## src/rtl/data_mem_arb_pkg.sv

```systemverilog
// Shared types and sizing helpers for the data memory arbiter.
package data_mem_arb_pkg;

    typedef enum logic {
        ST_IDLE      = 1'b0,
        ST_READ_WAIT = 1'b1
    } arb_state_e;

    function automatic int idx_width(input int n);
        return (n > 1) ? $clog2(n) : 1;
    endfunction

    function automatic int cnt_width(input int lat);
        return $clog2(lat + 1);
    endfunction

endpackage

```

## src/rtl/rr_arbiter.sv

```systemverilog
// Combinational request picker: round-robin starting at i_ptr, or fixed
// priority (lowest index wins) when FIXED_PRIO is set.
module rr_arbiter
    import data_mem_arb_pkg::*;
#(
    parameter int N          = 2,
    parameter bit FIXED_PRIO = 1'b0,
    parameter int IW         = idx_width(N)
) (
    input  logic [N-1:0]  i_req,
    input  logic [IW-1:0] i_ptr,
    output logic [N-1:0]  o_grant,
    output logic [IW-1:0] o_grant_idx,
    output logic          o_any_grant
);

    logic [IW-1:0] w_idx;

    always_comb begin
        o_grant     = '0;
        o_grant_idx = '0;
        o_any_grant = 1'b0;
        w_idx       = '0;
        for (int k = 0; k < N; k++) begin
            w_idx = FIXED_PRIO ? IW'(k) : IW'((int'(i_ptr) + k) % N);
            if (!o_any_grant && i_req[w_idx]) begin
                o_any_grant    = 1'b1;
                o_grant[w_idx] = 1'b1;
                o_grant_idx    = w_idx;
            end
        end
    end

endmodule

```

## src/rtl/data_mem_arbiter.sv

```systemverilog
// Serialises N DataMemory-style masters onto one single-ported memory,
// stalling each master until its write is taken or its read data returns.
//
//   state        | meaning
//   ST_IDLE      | arbitrate; writes complete here, a read grant moves on
//   ST_READ_WAIT | memory busy with one read; count down to data return
module data_mem_arbiter
    import data_mem_arb_pkg::*;
#(
    parameter int N_PORTS    = 2,
    parameter int ADDR_W     = 32,
    parameter int DATA_W     = 32,
    parameter int RD_LATENCY = 2,
    parameter bit FIXED_PRIO = 1'b0
) (
    input  logic                             clk,
    input  logic                             reset,
    input  logic [N_PORTS-1:0]               m_en,
    input  logic [N_PORTS-1:0]               m_we,
    input  logic [N_PORTS-1:0][ADDR_W-1:0]   m_addr,
    input  logic [N_PORTS-1:0][DATA_W-1:0]   m_wd,
    output logic [N_PORTS-1:0][DATA_W-1:0]   m_rd,
    output logic [N_PORTS-1:0]               m_stall,
    output logic                             mem_en,
    output logic                             mem_we,
    output logic [ADDR_W-1:0]                mem_addr,
    output logic [DATA_W-1:0]                mem_wd,
    input  logic [DATA_W-1:0]                mem_rd
);

    localparam int            IW  = idx_width(N_PORTS);
    localparam int            CW  = cnt_width(RD_LATENCY);
    localparam logic [CW-1:0] LAT = CW'(RD_LATENCY);

    arb_state_e                       r_state;
    arb_state_e                       w_state_nxt;
    logic [IW-1:0]                    r_ptr;
    logic [IW-1:0]                    r_owner;
    logic [CW-1:0]                    r_cnt;
    logic [N_PORTS-1:0][DATA_W-1:0]   r_rd_hold;

    logic [N_PORTS-1:0]               w_grant;
    logic [IW-1:0]                    w_gidx;
    logic                             w_any;
    logic [IW-1:0]                    w_ptr_nxt;
    logic [N_PORTS-1:0]               w_done;
    logic                             w_rd_done;

    rr_arbiter #(
        .N          (N_PORTS),
        .FIXED_PRIO (FIXED_PRIO),
        .IW         (IW)
    ) u_arb (
        .i_req       (m_en),
        .i_ptr       (r_ptr),
        .o_grant     (w_grant),
        .o_grant_idx (w_gidx),
        .o_any_grant (w_any)
    );

    assign w_ptr_nxt = (int'(w_gidx) == N_PORTS - 1) ? '0 : w_gidx + 1'b1;

    // Everything is gated by reset so all requesters read as stalled.
    always_comb begin
        w_state_nxt = r_state;
        w_done      = '0;
        w_rd_done   = 1'b0;
        mem_en      = 1'b0;
        mem_we      = 1'b0;
        mem_addr    = '0;
        mem_wd      = '0;
        if (!reset) begin
            case (r_state)
                ST_IDLE: begin
                    if (w_any) begin
                        mem_en   = 1'b1;
                        mem_we   = m_we[w_gidx];
                        mem_addr = m_addr[w_gidx];
                        mem_wd   = m_wd[w_gidx];
                        w_done   = w_grant & m_we;
                        if (!m_we[w_gidx]) begin
                            w_state_nxt = ST_READ_WAIT;
                        end
                    end
                end
                ST_READ_WAIT: begin
                    if (r_cnt == CW'(1)) begin
                        w_rd_done       = 1'b1;
                        w_done[r_owner] = 1'b1;
                        w_state_nxt     = ST_IDLE;
                    end
                end
                default: w_state_nxt = ST_IDLE;
            endcase
        end
    end

    always_comb begin
        m_stall = m_en & ~w_done;
        for (int i = 0; i < N_PORTS; i++) begin
            m_rd[i] = (w_rd_done && r_owner == IW'(i)) ? mem_rd : r_rd_hold[i];
        end
    end

    always_ff @(posedge clk) begin
        if (reset) begin
            r_state   <= ST_IDLE;
            r_ptr     <= '0;
            r_cnt     <= '0;
            r_owner   <= '0;
            r_rd_hold <= '0;
        end else begin
            r_state <= w_state_nxt;
            if (r_state == ST_IDLE && w_any) begin
                if (!FIXED_PRIO) begin
                    r_ptr <= w_ptr_nxt;
                end
                if (!m_we[w_gidx]) begin
                    r_owner <= w_gidx;
                    r_cnt   <= LAT;
                end
            end else if (r_state == ST_READ_WAIT) begin
                r_cnt <= r_cnt - 1'b1;
            end
            if (w_rd_done) begin
                r_rd_hold[r_owner] <= mem_rd;
            end
        end
    end

endmodule

```

## config.mk

```make
export PLATFORM = sky130hd
export DESIGN_NAME = data_mem_arbiter
export DESIGN_NICKNAME = d
export VERILOG_FILES = /design/src/rtl/data_mem_arb_pkg.sv /design/src/rtl/rr_arbiter.sv /design/src/rtl/data_mem_arbiter.sv
export SDC_FILE = /design/constraint.sdc
export NUM_CORES = 1
export LEC_CHECK = 0
export ABC_AREA = 1
export BUFFER_PORTS_ARGS = -buffer_cell sky130_fd_sc_hd__buf_2
export CORE_AREA = 2 2 116 118
export CTS_CLUSTER_DIAMETER = 100
export DETAILED_ROUTE_END_ITERATION = 10
export DIE_AREA = 0 0 118 120
export PLACE_DENSITY = 0.67
export SETUP_SLACK_MARGIN = 0.15
export SLEW_MARGIN = 25
export SYNTH_ARGS = -nofsm -noshare
export SYNTH_HDL_FRONTEND = slang
export SYNTH_SLANG_ARGS = --single-unit
```

## constraint.sdc

```tcl
create_clock -name clk -period 2.7 [get_ports clk]
set_input_delay 0.27 -clock clk [delete_from_list [all_inputs] [get_ports clk]]
set_output_delay 0.27 -clock clk [all_outputs]
set_load 0.1 [all_outputs]
```

* Word-level counts from Yosys, hierarchy flattened
Index checks and enable logic that the tools add are counted.
** Storage, ports and cells
- Bits in registers :: 69
- Bits in latches :: 0
- RAM bits :: 0
- Bits in read-only memories :: 0
- Input bits :: 166
- Output and inout port bits :: 132
- Logic and storage cells :: 90
- Memories kept :: 0
** Cells by class
- Add/subtract/negate cells :: 3
- Multiply operators :: 0
- Divide/modulo/power cells :: 0
- Magnitude comparators :: 7
- Eq/ne operators :: 2
- Shift operators :: 0
- Mux-type cells :: 54
- Bitwise operators :: 7
- Reduce and logical (&&, ||, !) cells :: 11
** Operators with widths (count)
- two-way mux 32 bit :: 13
- bitwise mux 64 bit :: 1
- demux 32 bit (select 1 bit) :: 1
- two-way mux 1 bit :: 26
- two-way mux 2 bit :: 8
- less-than comparator 1 x 2 -> 1 bit, second input constant :: 4
- logical AND 1 bit :: 7
- AND 2 bit :: 2
- case mux 2 bit (2 select lines) :: 1
- AND reduction 2 bit :: 2
- demux 1 bit (select 1 bit) :: 3
- greater-or-equal comparator 1 bit, second input constant :: 3
- NOT 1 bit :: 3
- adder 1 bit, second input constant :: 2
- == test 2 x 1 -> 1 bit, second input constant :: 1
- inequality test 2 bit, second input constant :: 1
- NOT 2 bit :: 1
- bitwise OR 2 bit :: 1
- case mux 1 bit (2 select lines) :: 1
- nonzero test 2 bit :: 1
- subtractor 2 x 1 -> 2 bit, second input constant :: 1
- logical NOT 1 bit :: 1

* Depth between registers and ports, before layout
Gate-level depths: netlist of run 1.
- Depth after elaboration :: 13
- Gate-level depth with buffers :: 10
- Depth with buffers taken out :: 8

* By module
Synthesis of run 1 repeated with hierarchy kept, for this count alone.
** Unflattened totals
- Cells, all modules :: 774
- Area total of the unflattened synthesis :: 4307.9 sq um
** By module, submodules not included
- data_mem_arbiter :: instances 1, cells each 760, area each 4252.8 sq um, seq. area each 1381.3 sq um
- rr_arbiter :: instances 1, cells each 14, area each 55.1 sq um, seq. area each 0.0 sq um

* Least setup slack after synthesis of run 1
Ideal clock, no wire load.
- Path type :: input to output
- Start point :: input port reset
- End point :: output port mem_addr[0]
- Data arrival time :: 2.955 ns
- Data required time :: 2.430 ns
- Path slack :: -0.525 ns
- Stages :: 6
- Buffers on the path :: 3
- Cells stage by stage :: buf_2 -> inv_1 -> nand2_1 -> buf_6 -> buf_6 -> nor3_1
** Between the ends
- Word-level cells in the longest chain between the ends :: 1
** Ends and longest elaborated chain
- start, declared :: RTL line data_mem_arbiter.sv:17 : input logic reset,
- two-way mux 32 bit :: RTL line data_mem_arbiter.sv:72 : if (!reset) begin
- end, declared :: RTL line data_mem_arbiter.sv:26 : output logic [ADDR_W-1:0] mem_addr,
Every way passes these cells.

* Worst setup path in the final report of run 1
- Start point :: register r_ptr
- End point :: output port mem_addr[20]
** Between the ends
- Word-level cells in the longest chain between the ends :: 11
- Elaborated cells on any way between the ends :: 16
- Those cells by class :: 1 x add/sub; 13 x mux; 2 x reduce/logical
** Ends and longest elaborated chain
- start, declared :: RTL line data_mem_arbiter.sv:37 : logic [IW-1:0] r_ptr;
- start signal, assigned :: RTL line data_mem_arbiter.sv:116 : r_ptr <= w_ptr_nxt;
- two-way mux 1 bit (implied by the code) (2 in a row) :: RTL line rr_arbiter.sv:26 : if (!o_any_grant && i_req[w_idx]) begin
- two-way mux 1 bit :: RTL line rr_arbiter.sv:26
- logical NOT 1 bit :: RTL line rr_arbiter.sv:26
- logical AND 1 bit :: RTL line rr_arbiter.sv:26
- two-way mux 1 bit :: RTL line rr_arbiter.sv:26
- two-way mux 32 bit (implied by the code) (2 in a row) :: RTL line data_mem_arbiter.sv:78 : mem_addr = m_addr[w_gidx];
- two-way mux 32 bit * :: RTL line data_mem_arbiter.sv:75 : if (w_any) begin
- two-way mux 32 bit * :: RTL line data_mem_arbiter.sv:73 : case (r_state)
- two-way mux 32 bit * :: RTL line data_mem_arbiter.sv:72
Every way passes the cells marked *; elsewhere a longest branch is shown, timed or not. The select of a mux whose other input is x is not followed.

==> results.md, run 1 <==
* Worst VDD drop at 0.0002648 V
* Library cells used by synthesis at 22
* Hold slack at 0.2013 ns
* Max Cap Viol at 0
* Top Usage Layer GRT: met2
* DR vias at 4922
* Num CTS Buffers at 9
* Clk root buf: clkbuf_16
* Nets at 1112
* Syn Nets at 835
* Setup CP Type: register to output port
* H-tree depth at 3
* Endpoints failing setup at 0
* Worst-path clk slew at ~0.05 ns
* GRT Residual Overflow at 0
* Die area at 14160 µm²
* Worst EP arrival at ~2.1 ns
* Largest family of logic cells by synthesized area: simple AND/OR/NAND/NOR gates
* Cell-by-cell trace of the critical path: inv_1 -> nand2_1 -> nand2_2 -> clkinv_2 -> buf_4 -> nor2_1 -> nor3_1 -> buf_2
* Die Y at 120 µm
* FMAX at 0.4155 GHz
* R2R Path Start: r_cnt[1]$_SDFFE_PP0P_
* Area growth, synth to finish at 78.87%
* Final Core Density at 58.42%
* Worst Path Required at 2.43 ns
* CORE AREA at 12980 µm²
* CP Capture Type: output port
* Fin. max-slew vios at 0
* Adder-Cell Fraction of Synth Area at 0.2952%
* Placed instance count at ~1.1k
* GR Util met3 at slightly below 5%
* Hold path startpoint: mem_rd[17]
* Final Hold Viols at 0
* GRT Util Overall at roughly 20%
* Port Buf Inserts at 297
* Fill count at around 1.2k
* Final Wtd Congestion at 0.8415
* Clk sinks at slightly below 70
* Synth Register Bits at 69
* Met1 usage at 21.72%
* Post-synthesis mux area share at 0%
* Hold_buf cts at 0
* Crit path max fanout at 23
* Final Non-Filler Cells at ~1.1k
* Chip width at 118 µm
* Share of layout cells above drive strength 1 at between 40% and 50%
* Worst path max stage delay at 0.47 ns
* Leakage Power at 4.218 nW
* Worst-Margin Slew at 0.7407 ns
* Post-route DRC at 0
* Grt met2 use at 37.79%
* Mapped Area at between 4000 and 5000 µm²
* Initial antenna violation count at 1
* FP Rows at 42
* End of the critical path: mem_addr[20]
* Register area share after synthesis at 32.59%
* 1st-iter DRT viols at 303
* Crit path max-delay family: buffers and inverters
* WP buf/inv at 4
* Final instance area at 7582 µm²
* Largest net degree at the start of global routing at 69
* Vias in the first global route at between 4k and 5k
* # IOs at 298
* Warnings from Yosys at 0
* Share of the synthesized area in compound gates (AO/OA/AOI/OAI) at 13.11%
* Worst Skew at 0.003355 ns
* Simple-gate share of the synthesized area at 34.65%
* Starting Density at 32.66%
* Post-CTS resize count at 3
* Path depth of the worst reg2reg path at 9
* Area after DPL at 7231 µm²
* Xor/xnor cell area share of the yosys netlist at 0%
* Slew HR at 50.62%
* Status: completed
* Multi-input logic area at 2092 µm²
* Register area at 1381 µm²
* Critical path's slowest cell: buf_2
* WL per Instance at 13.18 µm
* Setup crit start: r_ptr$_SDFFE_PP0P_
* Post-DP HPWL at 11810 µm
* Cells after synthesis at 668
* R2R Path End: r_rd_hold[4]$_SDFFE_PP0P_
* Tmin final at 2.407 ns
* RSZ-0062 raised after global routing: false
* TritonCTS clock tree: done
* PwrDens at about 480 nW/µm²
* Global-route wire length before repair at 22940 µm
* Levels on crit path at 8
* R2R setup slack at 1.00 ns
* Setup bufs post-CTS at 0
* Avg Inst Size Synth at 6.346 µm²
* ANT nets after route at 0
* Final WL at 14850 µm
* Clk buf depth at 2
* Startpoint Class: register
* Fin crit share at 89.13%
* Via/cell ratio at 4.367
* Total negative setup slack at 0 ns
* Drt pass-1 iters at 4
* HP Class: input port to register
* Clk_lat worst skew at ~0.33 ns
[kinds of logic (layout without fill, tap and decap cells)]
family / Yosys count / count (layout)
buffers and inverters: 179 / 461
DFF: 69 / 69
AOI/OAI and AO/OA: 72 / 72
other: 0 / 1
adders and majority gates: 1 / 1
and+or+nand+nor: 347 / 347
[per-stage QoR]
stage               power (W)  setup WS [ns]
detailed placement   0.002539         0.3025
CTS                  0.003638        0.08787
finish               0.003612         0.2934
floorplan            0.002050        -0.5253
global route         0.003758         0.1535
global placement     0.002531         0.2916
[power by group]
group          leakage [nW]  switching, W  internal (W)
sequential            0.557    0.00000881       0.00104
clock                 0.138      0.000418      0.000666
combinational          3.52       0.00106      0.000425
[sequential cells by signal, indices dropped and copies added (netlist names)]
name and flops:
r_rd_hold 64, r_cnt 2, r_owner 1, r_ptr 1
r_state 1
[final cells by class]
type	count	share of cell area, %
timing repair buffer	308	40.78
multi-input combinational	420	27.59
sequential	69	18.22
inverter	137	6.799
clock buffer	12	3.383
tap	176	2.904
clock inverter	4	0.2970
antenna	1	0.03300
[cell usage in the layout, fill, tap and decap left out, drive strengths merged]
master / n
dfxtp: 69
clkinv: 4
nand2: 77
o21ai: 67
or2: 1
inv: 136
diode: 1
clkinvlp: 1
nor2: 200
a21oi: 5
buf: 290
nor3: 65
nand3: 4
ha: 1
clkbuf: 30
[tightest hold or removal path: stages]
cell and delay [ns]:
buf_2 0.10, o21ai_2 0.06, nor2_1 0.07
[worst min-delay path by stage]
stage          cells after the start                         end
5_1_grt                            3  r_rd_hold[17]$_SDFFE_PP0P_
3_5_place_dp                       4  r_rd_hold[63]$_SDFFE_PP0P_
4_1_cts                            3  r_rd_hold[17]$_SDFFE_PP0P_
3_3_place_gp                       4  r_rd_hold[53]$_SDFFE_PP0P_
6_report                           3  r_rd_hold[17]$_SDFFE_PP0P_
2_1_floorplan                      2  r_rd_hold[15]$_SDFFE_PP0P_
[cell usage after synthesis]
library cell  instances  area share (%)
nor3_1               65             7.7
inv_1               135              12
o21ai_1              12             1.4
inv_2                 2            0.18
clkbuf_2              2            0.24
nand3_1               3            0.35
nand2_2              22             3.2
nand2_1              55             4.9
buf_4                 1            0.18
nand3_2               1            0.24
o21ai_2              52              11
ha_1                  1            0.30
a21oi_1               5            0.59
buf_6                17             4.5
nor2_2                7             1.0
clkbuf_1              8            0.71
nor2_1              193              17
buf_1                 2            0.18
buf_2                12             1.4
o21ai_0               3            0.35
dfxtp_1              69              33
or2_2                 1            0.15
[routing by layer]
metal	up-vias	routed length, µm	part of all wire (%)
li1	2543	-	-
met4	0	444	3.0
met1	2171	5614	38
met2	181	7881	53
met3	27	912	6.1
met5	-	0	0
(Power assumes the default switching activity.)
==> inputs of run 2 (changes only) <==
clock period = 2.8 ns   (was 2.7 ns; I/O delays follow)
==> run 2 against run 1 <==
Clock-buffer cell count shrank 1. Worst hold slack gained 0.017 ns. Total power shrank 4.9%. Register-to-register slack gained 0.29 ns. First-iteration DRC count grew 11%. Cell count shrank 0.53%. Sequential share of layout area grew 0.23 points. Combinational power shrank 5%. Sequential cell count is the same. Critical endpoint is now mem_addr[29].
==> results.md, run 2 (same netlist as run 1, synthesis figures left out) <==
* Hold EP: r_rd_hold[11]$_SDFFE_PP0P_
* Hold_buf cts at 0 (unchanged)
* Area after DPL at 7213 µm² (-0.24%)
* R2R Path Start: r_cnt[0]$_SDFFE_PP0P_
* GRT Residual Overflow at 0 (unchanged)
* # IOs at 298 (unchanged)
* CP Capture Type: output port
* Final Hold Viols at 0 (unchanged)
* Worst path max stage delay at 0.51 ns (+0.04 ns)
* 1st-iter DRT viols at 336 (+11%)
* PwrDens at 458.6 nW/µm² (-3.7%)
* Final Wtd Congestion at 0.8520 (+1.2%)
* Fin crit share at 89.04%
* ANT nets after route at 0 (unchanged)
* Clk buf depth at 2 (unchanged)
* Final instance area at 7487 µm² (-1.3%)
* Slew HR at 50.45% (-0.17 points)
* Crit path max fanout at 37 (+61%)
* Register area at 1381 µm² (unchanged)
* DR vias at 5008 (+1.7%)
* RSZ-0062 raised after global routing: false
* Post-DP HPWL at 11320 µm (-4.1%)
* Die area at 14160 µm² (unchanged)
* Status: completed
* Worst Path Required at 2.52 ns (+0.09 ns)
* Share of layout cells above drive strength 1 at 43.60% (-0.40 points)
* Worst EP arrival at 2.21 ns (+0.07 ns)
* Vias in the first global route at 4575 (-1.8%)
* Nets at 1108 (-0.36%)
* Global-route wire length before repair at 22680 µm (-1.1%)
* Worst VDD drop at 0.0002527 V (-4.6%)
* Setup crit start: r_state$_SDFF_PP0_
* Die Y at 120 µm (unchanged)
* H-tree depth at 3 (unchanged)
* FP Rows at 42 (unchanged)
* Num CTS Buffers at 9 (unchanged)
* GRT Util Overall at 20.07% (-0.27 points)
* Startpoint Class: register
* Chip width at 118 µm (unchanged)
* N_diodes at 0 (-1)
* Most frequent cells in the layout: buf_2, nor2_1, inv_1, buf_12, dfxtp_1
* WL per Instance at 12.75 µm (-3.3%)
* Via/cell ratio at 4.467 (+2.3%)
* Clk sinks at 69 (unchanged)
* Commonest non-fill, non-tap cell in the layout: buf_2
* Fill count at 1207 (-0.17%)
* Hold path startpoint: mem_rd[11]
* Port Buf Inserts at 297 (unchanged)
* Setup CP Type: register to output port
* Final WL at 14290 µm (-3.8%)
* Worst-path clk slew at 0.05 ns (about the same)
* Path depth of the worst reg2reg path at 8 (-1)
* Initial antenna violation count at 0 (-1)
* Largest net degree at the start of global routing at 69 (unchanged)
* Leakage Power at 4.190 nW (-0.66%)
* Reg with most FFs: r_rd_hold
* TritonCTS clock tree: done
* Worst Skew at 0.003747 ns (+0.0003915 ns)
* Cell-by-cell trace of the critical path: nor2_2 -> nand2_2 -> buf_12 -> nor3_1 -> buf_2
* Area growth, synth to finish at 76.62%
* Crit path max-delay family: buffers and inverters
* Critical path's slowest cell: buf_2
* R2R setup slack at 1.29 ns (+0.29 ns)
* Post-CTS resize count at 0 (-3)
* Starting Density at 32.66% (unchanged)
* Setup bufs post-CTS at 0 (unchanged)
* Worst-Margin Slew at 0.7432 ns (+0.002491 ns)
* Max reg flops at 64 (unchanged)
* Clk_lat worst skew at 0.32 ns (about the same)
* Hold Path Depth at 3 (unchanged)
* Fin. max-slew vios at 0 (unchanged)
* CORE AREA at 12980 µm² (unchanged)
* Post-route DRC at 0 (unchanged)
* Endpoints failing setup at 0 (unchanged)
* Multi-input logic area at 2082 µm² (-0.48%)
* FMAX at approximately 0.4 GHz
* Drt pass-1 iters at 4 (unchanged)
* Hold slack at 0.2183 ns (+0.01697 ns)
* HP Class: input port to register
* WP buf/inv at 2 (-2)
* Max Cap Viol at 0 (unchanged)
* R2R Path End: r_rd_hold[30]$_SDFFE_PP0P_
* Largest regs: r_rd_hold x64, r_cnt x2
* Tmin final at 2.493 ns
* Clk root buf: clkbuf_16
## run 2: changes by cell type in the layout (fill, tap and decap cells not counted), moves of 2 or more
cell,before,now
buf_2,181,201
buf_4,11,2
clkbuf_4,17,1
clkbuf_8,3,1
clkinv_2,4,2
## run 2: power by group
part / total [W] / switching (W) / internal [W]
Sequential: 0.00101 / 0.00000826 / 0.000998
Clock: 0.00102 / 0.000405 / 0.000615
Combinational: 0.00141 / 0.00101 / 0.000395
## run 2: routing by layer
metal	global-route usage (%)	vias to the layer above	wire, µm
met2	35.39	204	7395
met3	4.563	34	950
li1	-	2544	-
met5	0	-	0
met4	10.39	0	552
met1	22.64	2226	5392
## run 2: cell type report
type,instances,area share [%]
Tap cell,176,2.941
Inverter,137,6.868
Clock inverter,4,0.3342
Clock buffer,11,3.242
Multi-Input combinational cell,420,27.81
Timing Repair Buffer,304,40.36
Sequential cell,69,18.45
## run 2: worst max-delay path by stage
stage,endpoint,slack [ns],cells after the start
floorplan,mem_addr[0],-0.45,6
global placement,mem_addr[29],0.51,7
detailed placement,mem_addr[29],0.58,7
CTS,mem_addr[29],0.26,7
global route,mem_addr[10],0.15,8
finish,mem_addr[29],0.31,5
## run 2: stage by stage
step / power [W] / util, % / cells / TNS (ns) / worst slack [ns]
5_1_grt: 0.003579 / 57.68 / 1121 / 0 / 0.1514
3_5_place_dp: 0.002439 / 55.57 / 1106 / 0 / 0.5751
3_3_place_gp: 0.002432 / 55.57 / 1106 / 0 / 0.5100
2_1_floorplan: 0.001977 / - / 668 / -25.09 / -0.4453
4_1_cts: 0.003475 / 57.63 / 1121 / 0 / 0.2583
6_report: 0.003434 / 57.68 / 1121 / 0 / 0.3069
## run 2: worst min-delay path, delay by kind of cell
family                 cells  cell delay (ns)
and+or+nand+nor            1             0.07
buffers and inverters      1             0.10
AOI/OAI and AO/OA          1             0.06
==> inputs of run 3 (changes only) <==
BUFFER_PORTS_ARGS = not set   (was -buffer_cell sky130_fd_sc_hd__buf_2)
DONT_BUFFER_PORTS = 1   (was not set)
PLACE_DENSITY = not set   (was 0.67)
==> run 3 against run 2 <==
Non-clock buffer count fell by 161. Combinational power is 7% higher. Highest routed layer unchanged. Setup slack gained 0.032 ns. Sequential share of layout area increased by 0.93 points.
==> results.md, run 3 (same netlist as run 1, synthesis figures left out) <==
* Status: completed
* Starting Density at 32.66% (unchanged)
* Worst-path clk slew at 0.06 ns (about the same)
* # IOs at 298 (unchanged)
* Initial antenna violation count at 0 (unchanged)
* Reg with most FFs: r_rd_hold
* CP Capture Type: output port
* Worst Path Required at 2.52 ns (about the same)
* Hold_buf cts at 0 (unchanged)
* Largest regs: r_rd_hold x64, r_cnt x2
* Max Cap Viol at 0 (unchanged)
* Chip width at 118 µm (unchanged)
* Endpoints failing setup at 0 (unchanged)
* Final Wtd Congestion at 0.8692 (+2.0%)
* Via/cell ratio at 4.553 (+1.9%)
* Drt pass-1 iters at 4 (unchanged)
* Setup CP Type: register to output port
* Die area at 14160 µm² (unchanged)
* DR vias at 4375 (-13%)
* Slew HR at 64.22% (+14 points)
* CORE AREA at 12980 µm² (unchanged)
* FP Rows at 42 (unchanged)
* Final Hold Viols at 0 (unchanged)
* FMAX at 0.4063 GHz (+1.3%)
* TritonCTS clock tree: done
* Setup bufs post-CTS at 0 (unchanged)
* Num CTS Buffers at 9 (unchanged)
* H-tree depth at 3 (unchanged)
* Vias in the first global route at 4131 (-9.7%)
* Fin crit share at 87.91% (-1.1 points)
* Worst VDD drop at 0.0002462 V (-2.5%)
* PwrDens at 521.0 nW/µm² (+14%)
* Nets at 947 (-15%)
* Clk buf depth at 2 (unchanged)
* Commonest non-fill, non-tap cell in the layout: nor2_1
* Largest net degree at the start of global routing at 71 (+2.9%)
* WL per Instance at 14.84 µm (+16%)
* RSZ-0062 raised after global routing: false
* 1st-iter DRT viols at 273 (-19%)
* HP Class: input port to register
* Global-route wire length before repair at 21570 µm (-4.9%)
* Worst-Margin Slew at 0.5362 ns (-0.2070 ns)
* Max reg flops at 64 (unchanged)
* Clk sinks at 69 (unchanged)
* Placed instance count at 945 (-15%)
* Post-DP HPWL at 11430 µm (+0.96%)
* ANT nets after route at 0 (unchanged)
* Area growth, synth to finish at 68.12%
* Crit path max fanout at 31 (-16%)
* GRT Residual Overflow at 0 (unchanged)
* Tmin final at 2.461 ns (-0.03166 ns)
* Post-CTS resize count at 0 (unchanged)
* Worst Skew at 0.005615 ns (+0.001868 ns)
* Share of layout cells above drive strength 1 at 39.75% (-3.9 points)
* Fin. max-slew vios at 0 (unchanged)
* Leakage Power at 3.740 nW (-11%)
* GRT Util Overall at 19.31% (-0.77 points)
* Post-route DRC at 0 (unchanged)
* Startpoint Class: register
* Clk_lat worst skew at 0.32 ns (about the same)
* Clk root buf: clkbuf_16
* N_diodes at 0 (unchanged)
* Die Y at 120 µm (unchanged)
* Final Non-Filler Cells at 961 (-14%)
* Hold slack at 0.02426 ns (-0.1941 ns)
* Most frequent cells in the layout: nor2_1, inv_1, buf_4, dfxtp_1, nor3_2
* Port Buf Inserts at 0 (-100%)
* Worst EP arrival at 2.18 ns (-0.03 ns)
* Final WL at 14260 µm (-0.24%)
[run 3: cell count changes in the layout (fill, tap and decap cells not counted), sizes merged]
cell,previous run,this run
buf,303,107
clkbuf,12,47
clkinvlp,2,1
bufinv,0,2
[run 3: final timing paths]
path / startpoint / end / slack (ns) / cells past startpoint
max reg2reg: r_cnt[0]$_SDFFE_PP0P_ / r_rd_hold[6]$_SDFFE_PP0P_ / 1.29 / 8
min: reset / r_rd_hold[57]$_SDFFE_PP0P_ / 0.02 / 1
min reg2reg: r_rd_hold[52]$_SDFFE_PP0P_ / r_rd_hold[52]$_SDFFE_PP0P_ / 0.52 / 4
max: r_state$_SDFF_PP0_ / mem_wd[17] / 0.34 / 5
[run 3: worst max-delay path, cell delays in order (launching register included)]
cell and delay [ns]:
dfxtp_1 0.38, nor2_2 0.22, nand2_4 0.33, buf_4 0.32, nor3_2 0.37, buf_16 0.22
[run 3: per-layer routing]
layer / up-vias / track usage [%] / wire length [µm]
met5: - / 0 / 0
met4: 0 / 7.907 / 468
met3: 19 / 6.654 / 1218
met2: 188 / 33.50 / 7142
met1: 1957 / 21.63 / 5428
li1: 2211 / - / -
[run 3: stage by stage]
step	setup TNS, ns	area [µm²]	util, %	power, W	setup slack [ns]
3_5_place_dp	0	6809	52.46	0.002539	0.6800
5_1_grt	0	7127	54.91	0.003841	0.1981
4_1_cts	0	7127	54.91	0.003752	0.3230
2_1_floorplan	-25.09	4269	-	0.001977	-0.4453
3_3_place_gp	0	6809	52.46	0.002530	0.6761
6_report	0	7127	54.91	0.003713	0.3386
[run 3: layout make-up]
cell class | instances | area [µm²]
fill | 1183 | 5853
multi-input combinational | 420 | 2424
timing repair buffer | 143 | 2270
sequential | 69 | 1381
inverter | 137 | 514.2
clock buffer | 11 | 232.7
tap | 176 | 220.2
clock inverter | 5 | 85.08
[run 3: power breakdown]
group	leakage (nW)	total, W	internal (W)	switching (W)
clock	0.150	0.00120	0.000783	0.000416
sequential	0.557	0.00101	0.000998	0.00000842
combinational	3.03	0.00151	0.000492	0.00102
total	3.74	0.00371	0.00227	0.00144
